## config.mk

```make
export PLATFORM = sky130hd
export DESIGN_NAME = spi_slave_regfile
export DESIGN_NICKNAME = d
export VERILOG_FILES = /design/src/rtl/spi_slave_regfile.sv
export SDC_FILE = /design/constraint.sdc
export NUM_CORES = 1
export LEC_CHECK = 0
export BUFFER_PORTS_ARGS = -buffer_cell sky130_fd_sc_hd__buf_2
export CAP_MARGIN = 20
export CORE_ASPECT_RATIO = 1.75
export CORE_MARGIN = 2
export CORE_UTILIZATION = 59
export CTS_CLUSTER_DIAMETER = 50
export DETAILED_ROUTE_END_ITERATION = 8
export MAX_ROUTING_LAYER = met4
export PLACE_DENSITY_LB_ADDON = 0.3
export SETUP_SLACK_MARGIN = 0.5
export SYNTH_ARGS = -nofsm -noshare
export SYNTH_HDL_FRONTEND = slang
export SYNTH_SLANG_ARGS = --single-unit
```

## constraint.sdc

```tcl
create_clock -name clk -period 3.5 [get_ports clk]
set_clock_uncertainty 0.05 [all_clocks]
set_input_delay 0.525 -clock clk [delete_from_list [all_inputs] [get_ports clk]]
set_output_delay 0.525 -clock clk [all_outputs]
set_load 0.02 [all_outputs]
```

## src/rtl/spi_slave_regfile.sv

```systemverilog
// SPI mode-0 responder for an asynchronous master: oversampled pins, 16-bit R/W frames, 8x8 register file.
// Host read port returns reg[host_addr] one clk later; SPI writes commit on the 16th SCLK rise.
module spi_slave_regfile #(
  parameter int SYNC_STAGES = 2
) (
  input  logic       clk,
  input  logic       rst,
  input  logic       sclk,
  input  logic       cs_n,
  input  logic       mosi,
  output logic       miso,
  output logic       miso_oe,
  input  logic [2:0] host_addr,
  output logic [7:0] host_rdata,
  output logic       wr_pulse,
  output logic [2:0] wr_addr,
  output logic       frame_done,
  output logic       frame_err
);

  typedef enum logic [1:0] {IDLE, CMD, DATA, WAIT_CS} state_t;

  state_t                 state_q, state_d;
  logic [SYNC_STAGES-1:0] sclk_sync_q, cs_sync_q, mosi_sync_q;
  logic                   sclk_prev_q, cs_prev_q;
  logic                   sclk_s, cs_s, mosi_s;
  logic                   sclk_rise, sclk_fall, cs_rise, cs_fall;

  logic [3:0] bit_cnt_q, bit_cnt_d;
  logic [6:0] cmd_sr_q, cmd_sr_d;
  logic [6:0] data_sr_q, data_sr_d;
  logic [2:0] addr_q, addr_d;
  logic       rd_q, rd_d;
  logic [7:0] out_sr_q, out_sr_d;
  logic       miso_q, miso_d;
  logic       wr_pulse_q, wr_pulse_d;
  logic [2:0] wr_addr_q, wr_addr_d;
  logic       frame_done_q, frame_done_d;
  logic       frame_err_q, frame_err_d;
  logic [7:0] host_rdata_q;
  logic [7:0] regs_q [8];
  logic       reg_we;
  logic [7:0] reg_wdata;

  assign sclk_s    = sclk_sync_q[SYNC_STAGES-1];
  assign cs_s      = cs_sync_q[SYNC_STAGES-1];
  assign mosi_s    = mosi_sync_q[SYNC_STAGES-1];
  assign sclk_rise = sclk_s & ~sclk_prev_q;
  assign sclk_fall = ~sclk_s & sclk_prev_q;
  assign cs_rise   = cs_s & ~cs_prev_q;
  assign cs_fall   = ~cs_s & cs_prev_q;

  always_comb begin
    state_d      = state_q;
    bit_cnt_d    = bit_cnt_q;
    cmd_sr_d     = cmd_sr_q;
    data_sr_d    = data_sr_q;
    addr_d       = addr_q;
    rd_d         = rd_q;
    out_sr_d     = out_sr_q;
    miso_d       = miso_q;
    wr_pulse_d   = 1'b0;
    wr_addr_d    = wr_addr_q;
    frame_done_d = 1'b0;
    frame_err_d  = 1'b0;
    reg_we       = 1'b0;
    reg_wdata    = {data_sr_q, mosi_s};
    case (state_q)
      IDLE: begin
        miso_d = 1'b0;
        if (cs_fall) begin
          state_d   = CMD;
          bit_cnt_d = '0;
        end
      end
      CMD: begin
        if (cs_rise) begin
          frame_err_d = 1'b1;
          miso_d      = 1'b0;
          state_d     = IDLE;
        end else if (sclk_rise) begin
          cmd_sr_d  = {cmd_sr_q[5:0], mosi_s};
          bit_cnt_d = bit_cnt_q + 4'd1;
          // Eighth command bit arrives now: the byte is {cmd_sr_q, mosi_s}.
          if (bit_cnt_q == 4'd7) begin
            addr_d  = {cmd_sr_q[1:0], mosi_s};
            rd_d    = cmd_sr_q[6];
            state_d = DATA;
            if (cmd_sr_q[6]) out_sr_d = regs_q[{cmd_sr_q[1:0], mosi_s}];
          end
        end
      end
      DATA: begin
        if (cs_rise) begin
          frame_err_d = 1'b1;
          miso_d      = 1'b0;
          state_d     = IDLE;
        end else if (sclk_rise) begin
          data_sr_d = {data_sr_q[5:0], mosi_s};
          bit_cnt_d = bit_cnt_q + 4'd1;
          if (bit_cnt_q == 4'd15) begin
            miso_d  = 1'b0;
            state_d = WAIT_CS;
            if (!rd_q) begin
              reg_we     = 1'b1;
              wr_pulse_d = 1'b1;
              wr_addr_d  = addr_q;
            end
          end
        end else if (sclk_fall && rd_q) begin
          miso_d   = out_sr_q[7];
          out_sr_d = {out_sr_q[6:0], 1'b0};
        end
      end
      WAIT_CS: begin
        miso_d = 1'b0;
        if (cs_rise) begin
          frame_done_d = 1'b1;
          state_d      = IDLE;
        end
      end
      default: state_d = IDLE;
    endcase
  end

  always_ff @(posedge clk) begin
    if (rst) begin
      // Synchronizers reset to the idle bus level so release never fakes an edge.
      sclk_sync_q  <= '0;
      cs_sync_q    <= '1;
      mosi_sync_q  <= '0;
      sclk_prev_q  <= 1'b0;
      cs_prev_q    <= 1'b1;
      state_q      <= IDLE;
      bit_cnt_q    <= '0;
      cmd_sr_q     <= '0;
      data_sr_q    <= '0;
      addr_q       <= '0;
      rd_q         <= 1'b0;
      out_sr_q     <= '0;
      miso_q       <= 1'b0;
      wr_pulse_q   <= 1'b0;
      wr_addr_q    <= '0;
      frame_done_q <= 1'b0;
      frame_err_q  <= 1'b0;
      host_rdata_q <= '0;
      for (int i = 0; i < 8; i++) regs_q[i] <= '0;
    end else begin
      sclk_sync_q  <= {sclk_sync_q[SYNC_STAGES-2:0], sclk};
      cs_sync_q    <= {cs_sync_q[SYNC_STAGES-2:0], cs_n};
      mosi_sync_q  <= {mosi_sync_q[SYNC_STAGES-2:0], mosi};
      sclk_prev_q  <= sclk_s;
      cs_prev_q    <= cs_s;
      state_q      <= state_d;
      bit_cnt_q    <= bit_cnt_d;
      cmd_sr_q     <= cmd_sr_d;
      data_sr_q    <= data_sr_d;
      addr_q       <= addr_d;
      rd_q         <= rd_d;
      out_sr_q     <= out_sr_d;
      miso_q       <= miso_d;
      wr_pulse_q   <= wr_pulse_d;
      wr_addr_q    <= wr_addr_d;
      frame_done_q <= frame_done_d;
      frame_err_q  <= frame_err_d;
      host_rdata_q <= regs_q[host_addr];
      if (reg_we) regs_q[addr_q] <= reg_wdata;
    end
  end

  assign miso       = miso_q;
  assign miso_oe    = ~cs_s;
  assign host_rdata = host_rdata_q;
  assign wr_pulse   = wr_pulse_q;
  assign wr_addr    = wr_addr_q;
  assign frame_done = frame_done_q;
  assign frame_err  = frame_err_q;

endmodule

```

======== Word level (Yosys, flattened, before mapping) ========
Memory sizes are Yosys's and may differ from the RTL's. A register that Yosys moved wholly into a read port is not among the register bits.
Index checks and enable logic that the tools add are counted.
word-level totals
  logic and storage cells ................. 112
  memories kept ........................... 1
  RAM bits ................................ 64
  output and inout port bits .............. 16
  register bits after elaboration ......... 47
memory list
  name    depth  bits a word  read ports  clocked after Yosys merged registers in  wr ports  RTL line  RTL
  regs_q  8      8            2           1                                        8         41        logic [7:0] regs_q [8];
operators by class
  reductions and logical operators ........ 17
  muxes and demuxes ....................... 41
  add/sub/neg operators ................... 1
  bitwise logic cells ..................... 12
  equality and inequality tests ........... 23
operators with widths
  operator               number
  $mux W8                8
  $ne A2 B2 Y1 const B   11
  $mux W1                17
  $mux W2                8
  $pmux W8 S2            1
  $mux W4                3
  $ne A3 B3 Y1 const B   4
  $reduce_and A3 Y1      3
  $ne A4 B4 Y1 const B   2
  $not A1 Y1             8
  $pmux W2 S4            1
  $pmux W4 S2            1
  $reduce_and A4 Y1      2
  $reduce_and A8 Y1      1
  $reduce_or A2 Y1       4
  $reduce_or A8 Y1       1
  $reduce_and A6 Y1      1
  $reduce_and A5 Y1      1
  $add A4 B1 Y4 const B  1
  $and A1 B1 Y1          4
  $eq A2 B2 Y1 const B   2
  $eq A4 B3 Y1 const B   1
  $eq A4 B4 Y1 const B   1
  $reduce_bool A2 Y1     2
  6 further kinds        6

======== Depth between registers and ports, before layout ========
Gate-level depths: netlist of run 1.
  word-level depth ........................ 10
  mapped depth ............................ 8
  depth with buffers taken out ............ 7

======== Worst setup path before layout of run 1 ========
OpenSTA, ideal clock, no wires.
  kind .................................... register to register
  start ................................... register bit_cnt_q[0]
  end ..................................... memory regs_q[4][0], enable pin
  arrival time ............................ 1748 ps
  cell stages (with the launch flop) ...... 7
  buffers on the path ..................... 0
  clock period less this slack ............ 2127 ps
  path slack .............................. 1373 ps
  required time ........................... 3121 ps
  path through ............................ dfxtp_1 -> ha_1 -> and4b_1 -> nand4_4 -> or2_4 -> nor4_4 -> or2_1
RTL lines
  element                 RTL line  RTL
  from (decl)             29        logic [3:0] bit_cnt_q, bit_cnt_d;
  from (signal assigned)  155       bit_cnt_q <= bit_cnt_d;
  to (decl)               41

==> results.py, run 1 <==
metrics = {
    "status": {
        "status": "finished clean",
    },
    "global_routing": {
        "grt_max_degree": 42,
        "grt_pass1_wl_mm": 20.9,
        "met1_usage_pct": 28.6,
        "gr-max-usage-layer": "met2",
        "track_usage_pct": 29.4,
        "grt_pass1_vias": 3568,
        "grt_use_met2_pct": 51.5,
        "overflow": 0,
        "met3_usage_pct": 7.26,
        "antenna_found_initial": 0,
    },
    "worst_setup_path": {
        "worst-path-buf-inv": 0,
        "rrSetupSlack_ns": 1.07,
        "worstSetupStartpoint": "bit_cnt_q[0]",
        "path_cells": "ha_1 -> and4b_1 -> nand4_4 -> or2_4 -> nor4_4 -> or2_1",
        "worstPathMaxFanout": 9,
        "max_stage_delay_ns": 0.36,
        "arrival_ns": 2.48,
        "criticalPathCategory": "reg2reg",
        "crit_required_ns": 3.54,
        "crit_slowest_cell": "dfxtp_1",
        "cp-start-kind": "register",
        "r2r-end": "regs_q[4][7]",
        "r2r-start": "bit_cnt_q[0]",
        "reg2regPathDepth": 6,
        "worstSetupEndpointType": "register",
        "cp_top_family": "simple AND/OR/NAND/NOR gates",
    },
    "clock_network": {
        "post_cts_buffers": 0,
        "cts_resized": 0,
        "ctsHoldBuffers": 0,
        "cts_sinks": 119,
        "cts_tree": "built",
        "cts_buffer_depth": 2,
        "cts_root_buf": "clkbuf_16",
        "cts_made_buffers": 17,
        "path_clk_slew_ns": 0.05,
        "clk_latency_ns": 0.42,
        "htree_levels": 4,
    },
    "layout": {
        "layout.nets": 464,
        "area_delta_synth_final_pct": 15.5,
        "drive_gt1_share_pct": 22.9,
        "diodes": 0,
    },
    "timing": {
        "slew_headroom_pct": 42.9,
        "min_period_ns": 2.43,
        "grt_setup_unrepaired": "false",
        "max_freq_mhz": 411,
        "post-route-period-util_pct": 69.5,
        "finalSetupTns_ns": 0,
        "finalHoldViolCount": 0,
        "slew_violations": 0,
        "setup_viol": 0,
        "tightest_slew_ns": 0.856,
    },
    "synth": {
        "yosys-top-cells-area": "edfxtp_1, dfxtp_1, mux4_2",
        "synth_top_area_share_pct": 34.6,
        "yosysSeqAreaShare_pct": 54.5,
        "synth.cell_area_mm2": 0.00555,
        "ys_warn_count": 0,
        "synth_most_common_cell": "and2_1",
        "synth-main-ff-cell": "edfxtp_1",
        "ys_ff_latch": 119,
        "syn_avg_cell_area_um2": 13.0,
        "syn-num-nets": 442,
        "synthArstFlopShare_pct": 0,
        "synth_cell_type_count": 48,
        "synth_edf_count": 64,
        "yosysTopAreaCell": "edfxtp_1",
        "synth_commonest_cells": "and2_1, edfxtp_1, dfxtp_1, nor2_1",
        "netlist_instances": 428,
    },
    "min_path": {
        "hold-path-endpoint": "cs_sync_q[0]",
        "holdPathStages": 2,
        "hold_class": "in2reg",
        "hp-start": "cs_n",
    },
    "die": {
        "dieArea_mm2": 0.0102,
        "coreArea_mm2": 0.00909,
        "dieWidth_um": 77.3,
        "initial_core_util_pct": 61.0,
        "pin_count": 24,
        "num_rows": 46,
        "die_h_um": 132,
    },
    "power_and_ir_drop": {
        "switchingPower_mw": 0.790,
        "p_seq_share_pct": 41.5,
        "power.density_mw_per_mm2": 585,
        "p_int_mw": 2.96,
        "power_mw": 3.75,
        "swShare_pct": 21.1,
        "clock_power_share_pct": 52.0,
        "p_comb_share_pct": 6.4,
        "peakVddDrop_uv": 416,
        "p_leak_nw": 2.56,
    },
    "routing": {
        "wirelength_mm": 13.5,
        "antenna_left": 0,
        "dr.first_iter.drc_count": 232,
        "route.detailed.drc": 0,
        "dr.pass1.iters": 5,
        "vias": 3493,
        "viasPerCell": 5.99,
        "wl_per_cell_um": 23.1,
    },
    "placed_design": {
        "dp.final_hpwl_mm": 9.64,
        "gp_congestion": 0.912,
        "port_buffers": 23,
    },
    "run": {
        "drv_cap": 0,
    },
}
[cell families (layout without fill, tap and decap cells)]
group / count (synthesis) / after routing / share of synthesized area (%)
simple gates: 164 / 164 / 17.8
flops: 119 / 119 / 54.5
mux: 64 / 64 / 18.8
compound gates: 38 / 38 / 4.67
buf+inv: 36 / 71 / 2.77
fa+ha+maj: 7 / 7 / 1.53
[worst max path at each step]
stage | endpoint | slack (ns) | cells after the start
finish | regs_q[4][7] | 1.07 | 6
global placement | regs_q[2][2] | 1.20 | 4
CTS | regs_q[4][2] | 1.09 | 6
detailed placement | regs_q[4][4] | 1.14 | 6
global route | regs_q[2][5] | 0.84 | 5
floorplan | regs_q[4][0] | 1.37 | 6
[power groups by stage]
stage / sequential [mW] / clock (mW) / combinational, mW
2_1_floorplan: 1.57 / 0 / 0.183
3_3_place_gp: 1.58 / 0 / 0.233
3_5_place_dp: 1.58 / 0 / 0.238
4_1_cts: 1.56 / 1.96 / 0.241
5_1_grt: 1.56 / 2.02 / 0.265
6_report: 1.56 / 1.95 / 0.241
[metrics by stage]
step	instances	utilization (%)	worst slack (ns)	cell area (um2)	hold slack, ns
floorplan	428	-	1.37	5550	0.339
global placement	551	63.0	1.20	5730	0.352
detailed placement	551	63.0	1.14	5730	0.351
CTS	583	70.5	1.09	6410	0.230
global route	583	70.5	0.835	6410	0.248
finish	583	70.5	1.07	6410	0.241
[state kept, by name, indices dropped and copies added, names as in the netlist]
signal	count
bit_cnt_q	4
cs_sync_q	2
frame_done	1
frame_err	1
wr_pulse	1
sclk_prev_q	1
cmd_sr_q	7
rd_q	1
regs_q	64
host_rdata	8
sclk_sync_q	2
cs_prev_q	1
out_sr_q	8
mosi_sync_q	2
addr_q	3
miso	1
data_sr_q	7
wr_addr	3
state_q	2
[cells in the final DEF (no fill, tap or decap), types with 2 or more instances in the layout]
cell type / count
and2_1: 65
edfxtp_1: 64
dfxtp_1: 55
nor2_1: 38
mux4_2: 32
mux2i_1: 32
buf_2: 23
clkbuf_16: 19
inv_1: 13
a21oi_1: 13
o22ai_1: 7
a22o_1: 7
nor2b_1: 6
nand2_1: 6
or2_2: 6
or2_1: 6
nand3_1: 6
ha_1: 6
bufinv_16: 4
nor2_2: 3
nand3b_1: 3
nand4_1: 3
a211oi_1: 3
clkinv_4: 3
clkbuf_8: 3
buf_4: 3
nor4_4: 2
and3b_1: 2
nor3_1: 2
a31o_2: 2
nand2b_1: 2
nor3b_1: 2
or3_1: 2
[layout make-up]
class / count / area, um2
Multi-Input combinational cell: 273 / 2370
Clock buffer: 23 / 520
Sequential cell: 119 / 3020
Timing Repair Buffer: 26 / 138
Tap cell: 120 / 150
Fill cell: 643 / 2680
Clock inverter: 9 / 159
Inverter: 13 / 48.8
[worst reg2reg max path, stage by stage, from the launching register on]
cell     delay (ns)
dfxtp_1        0.36
ha_1           0.28
and4b_1        0.29
nand4_4        0.17
or2_4          0.34
nor4_4         0.28
or2_1          0.34
[routing by layer]
metal	wire length (um)	vias up
li1	-	1609
met1	4580	1731
met2	7590	124
met3	540	29
met4	786	0
met5	0	-
Power figures use the tool's default switching activity.
==> run 2, diff against run 1 <==
clock period = 2.5 ns   (was 3.5 ns; I/O delays follow)
==> results.py, run 2 (synthesized netlist as in run 1, its figures left out) <==
metrics = {
    "status": {
        "status": "finished clean",
    },
    "worst_setup_path": {
        "crit_slowest_cell": "dfxtp_1",
        "arrival_ns": 2.06,
        "worstPathMaxFanout": 8,
        "worst-path-buf-inv": 1,
        "criticalPathCategory": "reg2reg",
        "worstSetupEndpointType": "register",
        "timing.critical_path.mode_cell": "or2_4",
        "cp_top_family": "simple AND/OR/NAND/NOR gates",
        "cp-start-kind": "register",
        "path_cells": "nor2b_1 -> nand4_4 -> or2_4 -> buf_4 -> nor2_2 -> or2_4",
        "crit_required_ns": 2.57,
        "max_stage_delay_ns": 0.37,
    },
    "global_routing": {
        "grt_pass1_vias": 3795,
        "grt_max_degree": 45,
        "track_usage_pct": 27.6,
        "antenna_found_initial": 0,
        "grt_pass1_wl_mm": 20.2,
        "overflow": 0,
    },
    "routing": {
        "wirelength_mm": 12.7,
        "vias": 3643,
        "antenna_left": 0,
        "wl_per_cell_um": 21.1,
        "dr.pass1.iters": 4,
        "route.detailed.drc": 0,
        "dr.first_iter.drc_count": 260,
        "viasPerCell": 6.04,
    },
    "power_and_ir_drop": {
        "p_leak_nw": 2.62,
        "power.density_mw_per_mm2": 722,
        "peakVddDrop_uv": 666,
        "power_mw": 4.70,
    },
    "timing": {
        "slew_violations": 0,
        "setup_viol": 0,
        "post-route-period-util_pct": 79.7,
        "max_freq_mhz": 502,
        "finalSetupTns_ns": 0,
        "tightest_slew_ns": 0.567,
        "min_period_ns": 1.99,
        "finalHoldViolCount": 0,
        "slew_headroom_pct": 62.2,
        "grt_setup_unrepaired": "true",
    },
    "layout": {
        "final_common_cell": "and2_1",
        "area_delta_synth_final_pct": 17.2,
        "largest_register_ffs": 64,
        "multiInputGateArea_mm2": 0.00244,
        "largest-register": "regs_q",
        "layout_common_cells": "and2_1, edfxtp_1, dfxtp_1, nor2_1",
        "diodes": 0,
        "seq_area_mm2": 0.00303,
        "layout.nets": 485,
        "fillers": 618,
        "drive_gt1_share_pct": 29.0,
    },
    "min_path": {
        "hold_class": "in2reg",
    },
    "clock_network": {
        "clk_latency_ns": 0.41,
        "cts_made_buffers": 17,
        "path_clk_slew_ns": 0.05,
        "htree_levels": 4,
        "cts_sinks": 119,
        "cts_root_buf": "clkbuf_16",
        "cts_tree": "built",
        "cts_buffer_depth": 2,
    },
    "placed_design": {
        "port_buffers": 23,
        "dp.final_hpwl_mm": 8.87,
        "gp_congestion": 0.789,
    },
    "die": {
        "num_rows": 46,
        "dieArea_mm2": 0.0102,
        "coreArea_mm2": 0.00909,
        "die_h_um": 132,
        "pin_count": 24,
        "dieWidth_um": 77.3,
        "initial_core_util_pct": 61.0,
    },
    "run": {
        "drv_cap": 0,
    },
}
## run 2: changes by cell type in the layout (fill, tap and decap cells not counted), moves of 2 or more
cell,delta
buf_4,+19
bufinv_16,-4
clkbuf_1,+4
clkbuf_16,-2
clkinv_2,+5
clkinv_4,-3
dfxtp_1,-2
ha_1,-2
or2_1,-6
or2_4,+6
## run 2: layer usage
metal | up-vias | part of all wire (%) | track usage, %
li1 | 1656 | - | -
met4 | 0 | 5.6 | 15.8
met2 | 137 | 56 | 48.0
met3 | 50 | 4.2 | 7.74
met5 | - | 0 | -
met1 | 1800 | 34 | 27.1
## run 2: cell type report
type	instances	share of cell area, %
Inverter	13	0.750
Timing Repair Buffer	47	4.79
Clock buffer	26	7.67
Sequential cell	119	46.5
Clock inverter	5	0.385
Tap cell	120	2.31
Multi-Input combinational cell	273	37.6
## run 2: path summary, 6_finish.rpt
| path | slack [ns] | cells after the start | to | start |
|---|---|---|---|---|
| setup / recovery | 0.51 | 6 | regs_q[5][2] | sclk_sync_q[1] |
| hold / removal | 0.1 | 2 | cs_sync_q[0] | cs_n |
| setup reg to reg | 0.51 | 6 | regs_q[5][2] | sclk_sync_q[1] |
| hold reg to reg | 0.36 | 1 | cs_sync_q[1] | cs_sync_q[0] |
## run 2: where the power goes
group,internal (mW),switching [mW],leakage (nW)
Combinational,0.179,0.208,1.25
Clock,1.35,0.790,0.264
Sequential,2.13,0.0435,1.11
Total,3.66,1.04,2.62
## run 2: stage by stage
stage | hold slack, ns | instance area (um2) | setup WS (ns) | instances | utilization, %
floorplan | 0.339 | 5570 | 0.477 | 428 | -
global placement | 0.344 | 5850 | 0.333 | 562 | 64.3
detailed placement | 0.353 | 5850 | 0.261 | 562 | 64.3
CTS | 0.0870 | 6450 | 0.506 | 599 | 71.0
global route | 0.0962 | 6510 | 0.447 | 603 | 71.5
finish | 0.0978 | 6510 | 0.507 | 603 | 71.5
## run 2: timing repair
| action | in CTS | in global routing |
|---|---|---|
| setup buffers | 6 | 4 |
| hold buffers | 0 | 0 |
| cloned | 0 | 0 |
| setup endpoints to repair | 67 | 48 |
| pin swaps | 4 | 6 |
| endpoints found under the hold margin | 0 | 0 |
| resized for setup | 9 | 7 |
==> run 3, diff against run 2 <==
ABC_AREA = 1   (was not set)
CORE_UTILIZATION = 55   (was 59)
clock period = 1.8 ns   (was 2.5 ns; I/O delays follow)
==> results.py, run 3 <==
metrics = {
    "status": {
        "status": "finished clean",
    },
    "synth": {
        "ys_warn_count": 0,
        "synth_commonest_cells": "nor2_1, nand2_1, o21ai_0, nand3_1, edfxtp_1",
        "synthSimpleGateAreaFrac_pct": 28.4,
        "netlist_instances": 678,
        "synth_top_area_share_pct": 34.5,
        "synth_cell_type_count": 27,
        "yosysTopAreaCell": "edfxtp_1",
        "synth_top_family_by_area": "simple AND/OR/NAND/NOR gates",
        "synth_compound_area_share_pct": 10.6,
        "synth_fa_ha_area_share_pct": 1.35,
        "ys_ff_latch": 119,
        "syn-num-nets": 692,
        "synth_edf_count": 64,
        "synthMuxAreaShare_pct": 0,
        "syn_avg_cell_area_um2": 8.23,
        "synth.cell_area_mm2": 0.00558,
        "synthArstFlopShare_pct": 0,
        "synth_most_common_cell": "nor2_1",
        "yosysSeqAreaShare_pct": 54.2,
        "synth-main-ff-cell": "edfxtp_1",
        "yosys-top-cells-area": "edfxtp_1, dfxtp_1, nor2_1",
        "synthXorXnorAreaFrac_pct": 0.314,
    },
    "global_routing": {
        "grt_pass1_wl_mm": 24.9,
        "overflow": 0,
        "antenna_found_initial": 0,
        "grt_max_degree": 42,
        "grt_pass1_vias": 4981,
        "track_usage_pct": 31.8,
    },
    "run": {
        "drv_cap": 0,
    },
    "routing": {
        "dr.first_iter.drc_count": 654,
        "wirelength_mm": 17.0,
        "wl_per_cell_um": 19.3,
        "vias": 5220,
        "dr.pass1.iters": 8,
        "antenna_left": 0,
        "route.detailed.drc": 0,
        "viasPerCell": 5.93,
    },
    "worst_setup_path": {
        "crit_required_ns": 2.02,
        "arrival_ns": 1.94,
        "worstSetupEndpointType": "register",
        "worstPathMaxFanout": 7,
        "cp-start-kind": "register",
        "criticalPathCategory": "reg2reg",
    },
    "timing": {
        "grt_setup_unrepaired": "true",
        "finalHoldViolCount": 0,
        "max_freq_mhz": 580,
        "post-route-period-util_pct": 95.9,
        "layout_setup_ws_ns": 0.0747,
        "tightest_slew_ns": 0.536,
        "min_period_ns": 1.73,
        "slew_headroom_pct": 64.1,
        "setup_viol": 0,
        "finalSetupTns_ns": 0,
        "slew_violations": 0,
        "holdWs_ns": 0.0181,
    },
    "clock_network": {
        "htree_levels": 4,
        "clk_latency_ns": 0.42,
        "cts_root_buf": "clkbuf_16",
        "cts_sinks": 119,
        "path_clk_slew_ns": 0.06,
        "cts_buffer_depth": 2,
        "cts_tree": "built",
        "cts_made_buffers": 17,
    },
    "layout": {
        "final_common_cell": "nor2_1",
        "diodes": 0,
        "area_delta_synth_final_pct": 31.2,
        "layout_common_cells": "nor2_1, nand2_1, nand3_1, edfxtp_1, dfxtp_1",
        "multiInputGateArea_mm2": 0.00270,
        "seq_area_mm2": 0.00303,
        "fillers": 658,
        "design_area_mm2": 0.00732,
        "layout.nets": 756,
        "largest_register_ffs": 64,
        "drive_gt1_share_pct": 27.8,
        "largest-register": "regs_q",
    },
    "die": {
        "coreArea_mm2": 0.00985,
        "die_h_um": 137,
        "initial_core_util_pct": 56.6,
        "pin_count": 24,
        "num_rows": 48,
        "dieWidth_um": 80.1,
        "dieArea_mm2": 0.0110,
    },
    "power_and_ir_drop": {
        "p_leak_nw": 2.88,
        "power_mw": 8.71,
        "power.density_mw_per_mm2": 1190,
        "peakVddDrop_uv": 1230,
    },
    "min_path": {
        "hold_class": "in2reg",
    },
    "placed_design": {
        "post-place-ws_ns": 0.0391,
        "port_buffers": 23,
        "dp.final_hpwl_mm": 10.7,
        "place_area_mm2": 0.00611,
        "gp_congestion": 0.959,
    },
}
[run 3: changes by cell type after synthesis, sizes merged, moves of 32 or more]
cell   delta
and2     -65
nand2   +111
nand3    +64
o21ai    +69
mux4     -32
mux2i    -32
nor2    +122
[run 3: cell type report]
cell class | instances | area share (%)
clock buffer | 22 | 6.61
clock inverter | 10 | 1.57
inverter | 44 | 2.55
multi-input combinational | 484 | 36.9
sequential | 119 | 41.4
tap | 125 | 2.14
timing repair buffer | 76 | 8.77
[run 3: metal layers]
metal / vias up / track usage (%) / part of all wire (%)
met4: 0 / 20.1 / 6.3
met3: 74 / 5.96 / 6.2
met1: 2485 / 33.4 / 34
met2: 277 / 54.1 / 53
li1: 2384 / - / -
met5: - / - / 0
[run 3: path summary, 6_finish.rpt]
| kind | startpoint | endpoint | slack (ns) | depth (start not counted) |
|---|---|---|---|---|
| setup / recovery | sclk_prev_q | regs_q[0][0] | 0.07 | 9 |
| hold / removal | sclk | sclk_sync_q[0] | 0.02 | 3 |
| setup reg to reg | sclk_prev_q | regs_q[0][0] | 0.07 | 9 |
| hold reg to reg | mosi_sync_q[0] | mosi_sync_q[1] | 0.36 | 2 |
[run 3: worst max-delay path: stages, from the launching register on]
cell	delay, ns
dfxtp_1	0.36
nor2_4	0.17
nand2_4	0.08
nor2_8	0.10
nand3_4	0.09
nor3_4	0.21
buf_6	0.17
nand2_8	0.08
buf_4	0.18
nor2_1	0.09
[run 3: power breakdown]
part | switching, mW | total (mW) | leakage, nW | internal [mW]
Combinational | 1.32 | 2.18 | 1.48 | 0.856
Sequential | 0.111 | 3.13 | 1.10 | 3.02
Clock | 1.21 | 3.40 | 0.302 | 2.19
[run 3: kinds of logic (layout without fill, tap and decap cells)]
family | count (synthesis) | count (layout)
AOI/OAI and AO/OA | 112 | 112
xor gates and xnor gates | 2 | 2
adders and majority gates | 6 | 6
buffers and inverters | 75 | 152
DFF | 119 | 119
and+or+nand+nor | 364 | 364
[run 3: what timing repair did]
| action | CTS | global route |
|---|---|---|
| gates cloned | 1 | 0 |
| resized for setup | 81 | 61 |
| setup endpoints to repair | 158 | 172 |
| buffers inserted | 12 | 3 |
| pin swaps | 18 | 16 |
| hold buffers | 1 | 0 |
| endpoints found under the hold margin | 1 | 0 |
[run 3: stage by stage]
step,std cells,utilization (%)
final,880,74.3
after global routing,880,74.3
after CTS,877,72.2
after detailed placement,831,62.1
after global placement,831,62.1
after floorplan,678,-
